### src/rtl/serial_word_comparator_pkg.sv
// Shared types and sizing helpers for the serial word comparator.
// FSM encoding, slice-count derivation and slice-index width.
package serial_word_comparator_pkg;

    typedef enum logic {
        IDLE = 1'b0,
        RUN  = 1'b1
    } state_t;

    function automatic int nslice_of(input int width);
        return width / 2;
    endfunction

    // Index width is clog2 of the slice count, never narrower than one bit.
    function automatic int idx_width(input int nslice);
        int w;
        w = 1;
        for (int i = 1; i < 32; i++) begin
            if ((1 << w) < nslice) begin
                w = w + 1;
            end
        end
        return w;
    endfunction

endpackage

### src/rtl/comparator_2bit.sv
// Combinational 2-bit unsigned magnitude compare cell.
// Exactly one of eq/gt/lt is high for any input pair.
module comparator_2bit (
    input  logic [1:0] a,
    input  logic [1:0] b,
    output logic       eq,
    output logic       gt,
    output logic       lt
);

    // Direct magnitude compare of the two-bit slice.
    always_comb begin
        eq = (a == b);
        gt = (a > b);
        lt = (a < b);
    end

endmodule

### src/rtl/serial_word_comparator.sv
// Multi-cycle WIDTH-bit unsigned comparator walking two bits per clock,
// MSB slice first, with early exit on the first differing slice.
module serial_word_comparator
    import serial_word_comparator_pkg::*;
#(
    parameter int WIDTH = 8
) (
    input  logic             clk,
    input  logic             rst,
    input  logic             start,
    input  logic [WIDTH-1:0] a,
    input  logic [WIDTH-1:0] b,
    output logic             busy,
    output logic             done,
    output logic             eq,
    output logic             gt,
    output logic             lt
);

    localparam int NSLICE = nslice_of(WIDTH);
    localparam int IDX_W  = idx_width(NSLICE);
    localparam int SEL_W  = IDX_W + 1;

    state_t             state_r;
    state_t             state_nxt_s;
    logic [WIDTH-1:0]   ra_r;
    logic [WIDTH-1:0]   rb_r;
    logic [WIDTH-1:0]   ra_nxt_s;
    logic [WIDTH-1:0]   rb_nxt_s;
    logic [IDX_W-1:0]   idx_r;
    logic [IDX_W-1:0]   idx_nxt_s;
    logic               busy_r;
    logic               busy_nxt_s;
    logic               done_r;
    logic               done_nxt_s;
    logic               eq_r;
    logic               gt_r;
    logic               lt_r;
    logic               eq_nxt_s;
    logic               gt_nxt_s;
    logic               lt_nxt_s;
    logic [SEL_W-1:0]   bit_sel_s;
    logic [1:0]         slice_a_s;
    logic [1:0]         slice_b_s;
    logic               cell_eq_s;
    logic               cell_gt_s;
    logic               cell_lt_s;
    logic               last_slice_s;

    // Select the current two-bit slice of each latched operand.
    always_comb begin
        bit_sel_s    = {idx_r, 1'b0};
        slice_a_s    = ra_r[bit_sel_s +: 2];
        slice_b_s    = rb_r[bit_sel_s +: 2];
        last_slice_s = (idx_r == {IDX_W{1'b0}});
    end

    comparator_2bit u_cell (
        .a  (slice_a_s),
        .b  (slice_b_s),
        .eq (cell_eq_s),
        .gt (cell_gt_s),
        .lt (cell_lt_s)
    );

    // State register.
    always_ff @(posedge clk) begin
        if (rst) begin
            state_r <= IDLE;
        end else begin
            state_r <= state_nxt_s;
        end
    end

    // Next-state logic: leave RUN on a differing slice or after the LSB slice.
    always_comb begin
        state_nxt_s = state_r;
        case (state_r)
            IDLE: begin
                if (start) begin
                    state_nxt_s = RUN;
                end else begin
                    state_nxt_s = IDLE;
                end
            end
            RUN: begin
                if (!cell_eq_s || last_slice_s) begin
                    state_nxt_s = IDLE;
                end else begin
                    state_nxt_s = RUN;
                end
            end
            default: begin
                state_nxt_s = IDLE;
            end
        endcase
    end

    // Output and datapath next values; results hold unless a comparison completes.
    always_comb begin
        ra_nxt_s   = ra_r;
        rb_nxt_s   = rb_r;
        idx_nxt_s  = idx_r;
        busy_nxt_s = busy_r;
        done_nxt_s = 1'b0;
        eq_nxt_s   = eq_r;
        gt_nxt_s   = gt_r;
        lt_nxt_s   = lt_r;
        case (state_r)
            IDLE: begin
                if (start) begin
                    ra_nxt_s   = a;
                    rb_nxt_s   = b;
                    idx_nxt_s  = IDX_W'(NSLICE - 1);
                    busy_nxt_s = 1'b1;
                end else begin
                    busy_nxt_s = 1'b0;
                end
            end
            RUN: begin
                if (!cell_eq_s) begin
                    eq_nxt_s   = 1'b0;
                    gt_nxt_s   = cell_gt_s;
                    lt_nxt_s   = cell_lt_s;
                    done_nxt_s = 1'b1;
                    busy_nxt_s = 1'b0;
                end else if (last_slice_s) begin
                    eq_nxt_s   = 1'b1;
                    gt_nxt_s   = 1'b0;
                    lt_nxt_s   = 1'b0;
                    done_nxt_s = 1'b1;
                    busy_nxt_s = 1'b0;
                end else begin
                    idx_nxt_s  = idx_r - IDX_W'(1);
                end
            end
            default: begin
                busy_nxt_s = 1'b0;
            end
        endcase
    end

    // Datapath and result registers.
    always_ff @(posedge clk) begin
        if (rst) begin
            ra_r   <= {WIDTH{1'b0}};
            rb_r   <= {WIDTH{1'b0}};
            idx_r  <= {IDX_W{1'b0}};
            busy_r <= 1'b0;
            done_r <= 1'b0;
            eq_r   <= 1'b0;
            gt_r   <= 1'b0;
            lt_r   <= 1'b0;
        end else begin
            ra_r   <= ra_nxt_s;
            rb_r   <= rb_nxt_s;
            idx_r  <= idx_nxt_s;
            busy_r <= busy_nxt_s;
            done_r <= done_nxt_s;
            eq_r   <= eq_nxt_s;
            gt_r   <= gt_nxt_s;
            lt_r   <= lt_nxt_s;
        end
    end

    assign busy = busy_r;
    assign done = done_r;
    assign eq   = eq_r;
    assign gt   = gt_r;
    assign lt   = lt_r;

endmodule
### config.mk
export PLATFORM = sky130hd
export DESIGN_NAME = serial_word_comparator
export DESIGN_NICKNAME = d
export VERILOG_FILES = /design/src/rtl/serial_word_comparator_pkg.sv /design/src/rtl/comparator_2bit.sv /design/src/rtl/serial_word_comparator.sv
export SDC_FILE = /design/constraint.sdc
export NUM_CORES = 1
export LEC_CHECK = 0
export CORE_MARGIN = 1.5
export CORE_UTILIZATION = 28
export CTS_BUF_LIST = sky130_fd_sc_hd__clkbuf_4
export CTS_CLUSTER_DIAMETER = 80
export DETAILED_ROUTE_END_ITERATION = 10
export PLACE_DENSITY = 0.47
export SLEW_MARGIN = 10
export SYNTH_ARGS = -nofsm -noshare
export SYNTH_HDL_FRONTEND = slang
export SYNTH_SLANG_ARGS = --single-unit
### constraint.sdc
create_clock -name clk -period 4.7 [get_ports clk]
set_clock_uncertainty 0.2 [all_clocks]
set_input_delay 0.94 -clock clk [delete_from_list [all_inputs] [get_ports clk]]
set_output_delay 0.94 -clock clk [all_outputs]
set_load 0.05 [all_outputs]
# Word-level counts from Yosys, hierarchy flattened
# Index checks and enable logic that the tools add are counted.
[classes]
order_cmp = 2
reduce_logical = 7
bitwise = 1
n_addsub = 1
mux = 16
n_shift = 2
eq_ne = 6
[ops]
columns = ["op", "n"]
rows = [
  ["$shiftx 8x4->2", 2],
  ["$mux 1", 10],
  ["$mux 2", 3],
  ["$ne 2x1->1 const B", 2],
  ["$ne 2x2->1 const B", 2],
  ["$pmux 1 s2", 2],
  ["$pmux 2 s2", 1],
  ["$reduce_and 2->1", 2],
  ["$ne 3x2->1 const B", 1],
  ["$reduce_and 3->1", 1],
  ["$eq 2x2->1", 1],
  ["$gt 2x2->1", 1],
  ["$logic_not 2->1", 1],
  ["$lt 2x2->1", 1],
  ["$reduce_or 2->1", 1],
  ["$sub 2x1->2 const B", 1],
  ["$logic_not 1->1", 1],
  ["$logic_or 1x1->1", 1],
  ["$not 1->1", 1],
]
[totals]
regBits = 24
out_inout_bits = 5
elab_cells = 44
in_bits = 19

# Logic depth before layout (Yosys ltp)
# Gate-level depths: netlist of run 1.
[depth]
word_depth = 6
depth_mapped = 7
ltp_nobuf = 6

# Hierarchy
# From an unflattened synthesis of run 1, not the netlist that was laid out.
[hier_totals]
hier_cells = 117
hier_area_um2 = 1101.1
[modules_own_cells]
columns = ["mod", "cells_per_inst", "instances", "seq_area_each_um2", "area_per_inst_um2"]
rows = [
  ["serial_word_comparator", 108, 1, 480.5, 1038.5],
  ["comparator_2bit", 9, 1, 0.0, 62.6],
]

# Least setup slack after synthesis of run 1
# No wires, ideal clock.
[synth_path]
kind = "reg2reg"
start = "reg idx_r[1]"
end = "reg lt_r, in the netlist lt"
arrival_time_ps = 1927
required_ps = 4430
period_less_slack_ps = 2198
path_stages_with_launch = 7
slack_ps = 2502
setup_ps = 70
n_path_buf = 1
cell_sequence = "dfxtp_1 buf_2 mux4_2 ha_1 a21bo_1 or3_1 a21oi_1"
[synth_via]
elab_chain_cells = 4
word_cells_on_any_way = 8
classes_between = "1 x order compare; 2 x eq/ne; 2 x shift; 1 x mux; 2 x reduce/logical"
[synth_lines]
columns = ["item", "line_no", "source"]
rows = [
  ["start, declared", "serial_word_comparator.sv:30", "logic [IDX_W-1:0] idx_r;"],
  ["start signal, assigned", "serial_word_comparator.sv:148", "idx_r <= {IDX_W{1'b0}};"],
  ["start signal, assigned", "serial_word_comparator.sv:157", "idx_r <= idx_nxt_s;"],
  ["$shiftx 8x4->2, on equally long branches", "serial_word_comparator.sv:53, serial_word_comparator.sv:54", ""],
  ["$eq 2x2->1", "comparator_2bit.sv:13", "eq = (a == b);"],
  ["$ne 2x1->1 (no line)", "n/a", ""],
  ["$reduce_and 2->1 (no line)", "n/a", ""],
  ["end signal, assigned", "serial_word_comparator.sv:162", "lt_r <= lt_nxt_s;"],
  ["end, declared", "serial_word_comparator.sv:38", "logic lt_r;"],
]
# Parallel ways exist; a longest one is shown, timed or not.
# A chain may end at the register's enable or synchronous reset.

# Worst setup path in the final report of run 1
[layout_path]
start = "reg eq_r, in the netlist eq"
end = "out eq"
[layout_rtl]
columns = ["item", "line_no", "source"]
rows = [
  ["start, declared", "serial_word_comparator.sv:36", "logic eq_r;"],
  ["start signal, assigned", "serial_word_comparator.sv:160", "eq_r <= eq_nxt_s;"],
  ["end, declared", "serial_word_comparator.sv:15", "output logic eq,"],
]
# No word-level cell between the ends.

==> flow_results.org, run 1 <==
** Global route
- Wire length of the first global-routing pass :: 3.26 mm
- The number of antenna violations at the first check in global routing is 0.
- Sum of overflow across all layers after global routing :: 0
- Number of global-route vias before repair :: 755
- Pin count of the biggest net entering global routing :: 25
- For this run, the total global-route usage over all layers was measured as between 10% and 20%.

** CTS
- After clock tree synthesis, the clock-pin slew on the worst setup and hold paths is about 0.12 ns.
- TritonCTS built the clock tree.
- TritonCTS sink count :: 24
- Resize count post-CTS :: 0
- CTS built an H-tree with a depth of 1.
- Number of buffers added by the clock tree synthesis step :: 3
- Root Buffer Master :: sky130_fd_sc_hd__clkbuf_4
- Clock Path Buffers :: 2
- At the later pin of the worst-skew pair, clock insertion delay measures 0.30 ns.
- Number of setup buffers added after CTS :: 0
- Buffers inserted to repair hold after CTS numbered 0.

** Route
- The detailed router finished its first iteration with 20 violations.
- Once detail routing completed, the nets flagged for antenna violations numbered 0.
- Summed over all nets, wire length on met2 after detailed routing comes to 902 um.
- Using the TritonRoute via totals, the vias-per-cell ratio works out to roughly 4.5.
- Top sig layer :: met4
- Summing over every cut layer, the via total after detailed routing is 814.
- Length of routed met3 wiring :: around 86 um
- Final wirelength :: a little under 2 mm
- In the final routing, the length of wire on met1 measures 939 um.
- In the final routed layout, each cell accounts on average for about 11 um.
- For this run, design rule violations remaining after detail routing come to 0.
- First-pass iteration count of the detailed router :: 3

** Run
- Max-cap violations in this run came to 0.

** Pwr
- Largest voltage drop on the vdd net :: around 0.14 mV
- Leak :: 0.467 nW
- Total chip power :: 408 uW
- Pwr per Cell Area :: about 320 nW/um2

** Critical path
- The critical path goes through clkdlybuf4s50_1.
- In this run the number of cells on the critical path is 1.
- Kind of end point of the critical path :: output port
- For this design, the slowest cell found on the critical path is sky130_fd_sc_hd__clkdlybuf4s50_1.
- STA classifies the critical path startpoint as a flip-flop.
- Required time at the worst-slack endpoint :: between 3 and 4 ns
- The largest single stage delay on the critical path is 0.80 ns.
- Critical path buffer and inverter count :: 1
- Crit Path Category :: flip-flop to output port
- Depth of the worst register-to-register path :: 5
- Data on the critical path arrives at its endpoint at 1.47 ns.
- Along the worst path, the maximum fanout reaches 2.
- Family with the most delay on the worst path :: buffers and inverters

** Logic synthesis
- Total standard cell area after synthesis :: 1000 um2
- Syn Inst Count :: 115
- Area share of the largest cell type after synthesis :: 48.1%
- After synthesis, the most frequently instantiated cells are sky130_fd_sc_hd__nand2_1, sky130_fd_sc_hd__dfxtp_1, sky130_fd_sc_hd__a21oi_1.
- Ranking of synthesized cells by area :: sky130_fd_sc_hd__dfxtp_1, sky130_fd_sc_hd__nand2_1, sky130_fd_sc_hd__a21oi_1
- Sequential cells were found to cover 48.1% of the synthesized design area.
- Dominant synthesized flop cell :: sky130_fd_sc_hd__dfxtp_1
- Mean area per synthesized cell :: 8.69 um2
- Synthesized net count :: between 100 and 150
- Post-synthesis cell type with the largest combined area :: sky130_fd_sc_hd__dfxtp_1
- Of all flip-flops after synthesis, the portion carrying an async set or reset was 0%.
- Most common cell in the synthesized netlist :: sky130_fd_sc_hd__nand2_1
- Yosys warnings :: 0
- Yosys mapped a number of flops with a built-in enable equal to 0.
- Number of different library cells in the post-synthesis netlist :: 22
- After synthesis the netlist holds a flip-flop and latch count of 24.

** Finish
- Cells with a size suffix above 1 make up between 5 and 6% of the layout.
- The area growth from synthesis to layout is 27.3%.
- The number of antenna diodes in the final layout is 0.
- The net count of the finished layout is 157.
- Count of placed standard cells in the final layout, fillers left out :: approximately 180
- After filler insertion, the fill cell instance count of the layout stands at 360.

** STA
- After layout, the minimum clock period comes to 2.61 ns.
- In this run the tightest slew margin relative to its limit is 41.7%.
- Across all hold checks on the routed design, the worst slack comes to 0.264 ns.
- After layout, the worst path uses 55.5% of the clock period.
- Sum of negative setup slack :: 0 ns
- RSZ-0062 raised after global routing :: false
- The final count of hold timing violations was 0.
- Max-slew violation total from the final report :: 0
- Across all setup checks in the final design, the least slack found is roughly 2.1 ns.
- Number of setup violations in the final report :: 0
- For the pin with the worst max-slew slack, the measured transition is 0.872 ns.
- Max Clk Rate :: 0.384 GHz

** Placement
- Weighted congestion at the end of routability-driven global placement :: 0.696
- Number of buffer cells added on primary ports :: 23
- Placed cells :: 176
- Sum of net half-perimeters after detailed placement :: 1.40 mm
- Setup WS pre-CTS :: ~2.1 ns

** Die
- Area enclosed by the die boundary :: 3940 um2
- In this run the vertical extent of the chip is ~63 um.
- Core area :: 3390 um2
- The floorplan step set the die width to between 60 and 70 um.
- The initial utilization of the core area, before any placement, comes to 29.5%.
- The floorplan has 21 rows.
- I/O pin count :: 24

** Hold path
- Count of cells along the worst hold path :: 2
- Hold crit path type :: flip-flop to flip-flop

** Outcome
- Status :: finished, final reports clean
metrics by stage:
stage / instance area, um2 / util, %
6_report: 1270 / 37.5
5_1_grt: 1270 / 37.5
3_5_place_dp: 1250 / 36.9
4_1_cts: 1270 / 37.5
2_1_floorplan: 1000 / -
3_3_place_gp: 1250 / 36.9
registers in the layout, summed over array words and instances, names as in the netlist:
| register | count |
|---|---|
| gt | 1 |
| lt | 1 |
| eq | 1 |
| ra_r | 8 |
| busy | 1 |
| rb_r | 8 |
| done | 1 |
| idx_r | 2 |
| state_r | 1 |
cell usage in the layout (no fill, tap or decap):
cell / netlist / layout
sky130_fd_sc_hd__a211oi_1: 1 / 1
sky130_fd_sc_hd__a21bo_1: 1 / 1
sky130_fd_sc_hd__a21boi_0: 1 / 1
sky130_fd_sc_hd__a21o_1: 1 / 1
sky130_fd_sc_hd__a21oi_1: 22 / 22
sky130_fd_sc_hd__and2b_1: 1 / 1
sky130_fd_sc_hd__and4b_1: 1 / 1
sky130_fd_sc_hd__clkbuf_4: 0 / 3
sky130_fd_sc_hd__clkdlybuf4s50_1: 0 / 23
sky130_fd_sc_hd__dfxtp_1: 24 / 24
sky130_fd_sc_hd__ha_1: 3 / 3
sky130_fd_sc_hd__inv_1: 4 / 4
sky130_fd_sc_hd__mux4_2: 4 / 4
sky130_fd_sc_hd__nand2_1: 33 / 33
sky130_fd_sc_hd__nand2b_1: 1 / 1
sky130_fd_sc_hd__nand3_1: 2 / 2
sky130_fd_sc_hd__nor2_1: 3 / 3
sky130_fd_sc_hd__nor2b_1: 1 / 1
sky130_fd_sc_hd__nor3_1: 2 / 2
sky130_fd_sc_hd__o21ai_0: 1 / 1
sky130_fd_sc_hd__or3_1: 1 / 1
cell type report:
type	instances	area [um2]	area share, %
tap	46	57.6	4.52
timing repair buffer	23	230	18.1
clock buffer	3	22.5	1.77
multi-input combinational	79	467	36.7
sequential	24	480	37.8
inverter	4	15.0	1.18
metal layers:
metal	GRT usage [%]	vias up
met5	0	-
met4	3.61	0
met3	3.96	4
met2	17.9	17
met1	12.4	367
li1	-	426
final timing paths:
| kind | slack, ns | start | to |
|---|---|---|---|
| max reg2reg | 2.30 | idx_r[1] | lt |
| max | 2.09 | eq | eq |
| min | 0.26 | ra_r[3] | ra_r[3] |
| min reg2reg | 0.26 | ra_r[3] | ra_r[3] |
power breakdown:
group	leakage [nW]	internal (mW)	switching, mW
clock network	0.0138	0.0299	0.0577
registers	0.197	0.219	0.0116
logic	0.256	0.0441	0.0464
total	0.467	0.293	0.116
kinds of logic (layout without fill, tap and decap cells):
logic type      after synthesis  in the layout  synth area share (%)
fa+ha+maj                     3              3                  3.76
simple gates                 45             45                  19.2
buf+inv                      12             30                  5.26
mux                           4              4                  9.01
flops                        24             24                  48.1
compound gates               27             27                  14.8
(Power assumes the default switching activity.)
==> inputs of run 2 (changes only) <==
==> constraint.sdc (replaced) <==
create_clock -name clk -period 2.4 [get_ports clk]
set_clock_uncertainty 0.2 [all_clocks]
set_input_delay 0.48 -clock clk [delete_from_list [all_inputs] [get_ports clk]]
set_output_delay 0.48 -clock clk [all_outputs]
set_load 0.05 [all_outputs]
==> run 2 against run 1 <==
Global-route usage grew 0.46 points. Wire length grew 2.0%. First-iteration DRC count is the same. Worst setup slack lost 2.0 ns. Register-to-register slack lost 2.2 ns. Clock power grew 100%. Flip-flop and latch count is the same. Highest routed layer unchanged.
==> flow_results.org, run 2 (synthesized netlist as in run 1, its figures left out) <==
** Outcome
- The run finished with clean final reports.

** Global route
- Initial antenna violation count :: 0 (unchanged)
- The met1 usage came to 12.5% (+0.11 points).
- Met2 track demand over resource in global routing :: 19.6% (+1.7 points)
- The global-route wire length before repair was 3.46 mm (+6.4%).
- The maximum number of pins on one net before global-route repair was 25 (unchanged).
- Sum of overflow across all layers after global routing :: 0 (unchanged)
- Global-route total usage across every layer :: 11.1% (+0.46 points)
- Met3 track demand over resource in global routing :: 4.86% (+0.90 points)
- The global routing stage identified its most utilized layer as met2.
- Number of global-route vias before repair :: 777 (+2.9%)

** Finish
- Antenna Diode Count :: 0 (unchanged)
- Compared with the post-synthesis result, the final layout area differs by 30.0%.
- The core occupancy in the finished layout is 38.4% (+0.81 points).
- Leading cell types in the layout, fill and taps excluded :: sky130_fd_sc_hd__nand2_1, sky130_fd_sc_hd__dfxtp_1, sky130_fd_sc_hd__clkdlybuf4s50_1
- The final non-filler cell area was 1300 um2 (+2.2%).
- Most frequent standard cell in the layout excluding fill and tap cells :: sky130_fd_sc_hd__nand2_1
- The largest registers in the layout are ra_r: 8 flops, rb_r: 8 flops, idx_r: 2 flops.
- The proportion of layout cells with a drive suffix above 1 was 8.03% (+2.8 points).
- The net count reported at finish was 160 (+1.9%).
- Number of filler cells placed in the layout :: 359 (-0.28%)

** Placement
- The detailed placement HPWL was 1.53 mm (+8.9%).
- The number of buffer cells added on primary ports came to 23 (unchanged).
- Weighted congestion at the end of routability-driven global placement :: 0.726 (+4.3%)
- The cell area after placement was 1270 um2 (+1.8%).
- Setup WS pre-CTS :: 0.128 ns (-1.97 ns)

** STA
- For the finished layout, the period the worst path requires is 2.30 ns.
- Number of hold violations in the final report :: 0 (unchanged)
- Max-slew violation total from the final report :: 0 (unchanged)
- The transition time at the pin with the least slew margin came to 0.600 ns (-0.272 ns).
- The summed negative setup slack over all endpoints is 0 ns (unchanged).
- RSZ-0062 raised after global routing :: false
- Max Clk Rate :: 0.434 GHz
- The final setup slack of the worst path is 0.0961 ns (-2.00 ns).
- Number of setup violations in the final report :: 0 (unchanged)
- The worst max-slew margin expressed relative to the limit was 60.0% (+18 points).
- Final period utilization :: about 96%

** Pwr
- Leak :: 0.484 nW (+3.6%)
- The largest vdd supply drop came to 0.336 mV (+140%).
- Pwr per Cell Area :: 624 nW/um2 (+95%)

** CTS
- The number of clock buffers inserted by TritonCTS is 3 (unchanged).
- Clk slew on worst S/H paths :: 0.13 ns (about the same)
- TritonCTS built the clock tree.
- The clock sink count is 24 (unchanged).
- Worst-skew pair later-pin latency :: 0.31 ns (about the same)
- The hold buffer count at cts was 0 (unchanged).
- The post-CTS setup-driven buffer insertion count was 0 (unchanged).
- The maximum number of buffers from clock root to sink came to 2 (unchanged).
- The number of H-tree levels came to 1 (unchanged).
- The tree is rooted in a sky130_fd_sc_hd__clkbuf_4.

** Route
- Vias per cell :: 4.47 (-1.7%)
- Via count :: 818 (+0.49%)
- First-pass iteration count of the detailed router :: 4 (+1)
- The total routed wirelength was 2.01 mm (+2.0%).
- The count of routing violations after the opening detailed-route iteration was 20 (unchanged).
- Drc violations :: 0 (unchanged)
- Routed WL per cell :: 11.0 um (-0.25%)
- Routed Antenna Nets :: 0 (unchanged)

** Critical path
- The largest stage delay on the critical path came to 0.54 ns (-0.26 ns).
- Arrival time at the worst endpoint :: 2.35 ns (+0.88 ns)
- Slowest cell on crit path :: sky130_fd_sc_hd__mux4_2
- The signal on the critical path passes through mux4_2 -> ha_1 -> a21bo_1 -> or3_1 -> a21oi_1.
- The largest fanout on the critical path is 4 (+2).
- Reg2Reg Launch Point :: idx_r[1]
- Crit Path Category :: flip-flop to flip-flop
- Critical path buffer and inverter count :: 0 (-1)
- Launch point of the critical path :: idx_r[1]
- Kind of end point of the critical path :: flip-flop
- The worst setup path is launched from a flip-flop.
- Family with the most delay on the worst path :: multiplexers
- The critical path required time was 2.45 ns (-1.11 ns).

** Die
- I/O pin count :: 24 (unchanged)
- Core area :: 3390 um2 (unchanged)
- Effective utilization at floorplan :: 29.5% (unchanged)
- Area enclosed by the die boundary :: 3940 um2 (unchanged)
- Number of placement rows :: 21 (unchanged)
- The height of the chip was 62.8 um (unchanged).
- Die Width :: 62.8 um (unchanged)

** Hold path
- In this run the most critical hold path is launched from rb_r[6].
- Hold crit path type :: flip-flop to flip-flop

** Run
- The number of maximum-capacitance violations was 0 (unchanged).
[run 2: cell types whose count changed in the layout (fill, tap and decap cells not counted)]
cell	change
sky130_fd_sc_hd__clkinv_1	+1
sky130_fd_sc_hd__dfxtp_2	+1
sky130_fd_sc_hd__buf_4	+3
sky130_fd_sc_hd__dfxtp_1	-1
[run 2: per-layer routing]
metal  part of all wire (%)  vias up  wire (um)
li1                       -      433          -
met1                     47      366        943
met5                      0        -          0
met3                    4.8        2         97
met2                     48       17        957
met4                   0.55        0         11
[run 2: power by group]
group | total (mW) | switching (mW) | internal (mW)
registers | 0.451 | 0.0219 | 0.429
clock network | 0.178 | 0.117 | 0.0608
logic | 0.183 | 0.0918 | 0.0909
[run 2: worst min-delay path, cell delays in order (launching register included)]
cell                      delay, ns
sky130_fd_sc_hd__dfxtp_1       0.33
sky130_fd_sc_hd__nand2_1       0.05
sky130_fd_sc_hd__a21oi_1       0.05
[run 2: cell type report]
cell class	count	area (um2)	area share, %
Inverter	4	15.0	1.15
Timing Repair Buffer	26	253	19.4
Clock buffer	3	22.5	1.73
Clock inverter	1	3.75	0.289
Multi-Input combinational cell	79	467	35.9
Sequential cell	24	482	37.1
Tap cell	46	57.6	4.43
[run 2: through the flow]
stage / power, mW / cells / hold slack (ns)
floorplan: 0.577 / 115 / 0.227
CTS: 0.824 / 183 / 0.268
global route: 0.864 / 183 / 0.288
finish: 0.812 / 183 / 0.262
detailed placement: 0.644 / 179 / 0.251
global placement: 0.642 / 179 / 0.250
[run 2: worst paths after layout]
| check | to | slack [ns] | cells past startpoint |
|---|---|---|---|
| worst max-delay path | lt | 0.1 | 5 |
| worst min-delay path | rb_r[6] | 0.26 | 2 |
| worst max register to register | lt | 0.1 | 5 |
| worst min register to register | rb_r[6] | 0.26 | 2 |
[run 2: repair_timing]
item / 4_1_cts / 5_1_grt
resized for setup: 0 / 1
hold endpoints to repair: 0 / 0
endpoints found under the setup margin: 0 / 1
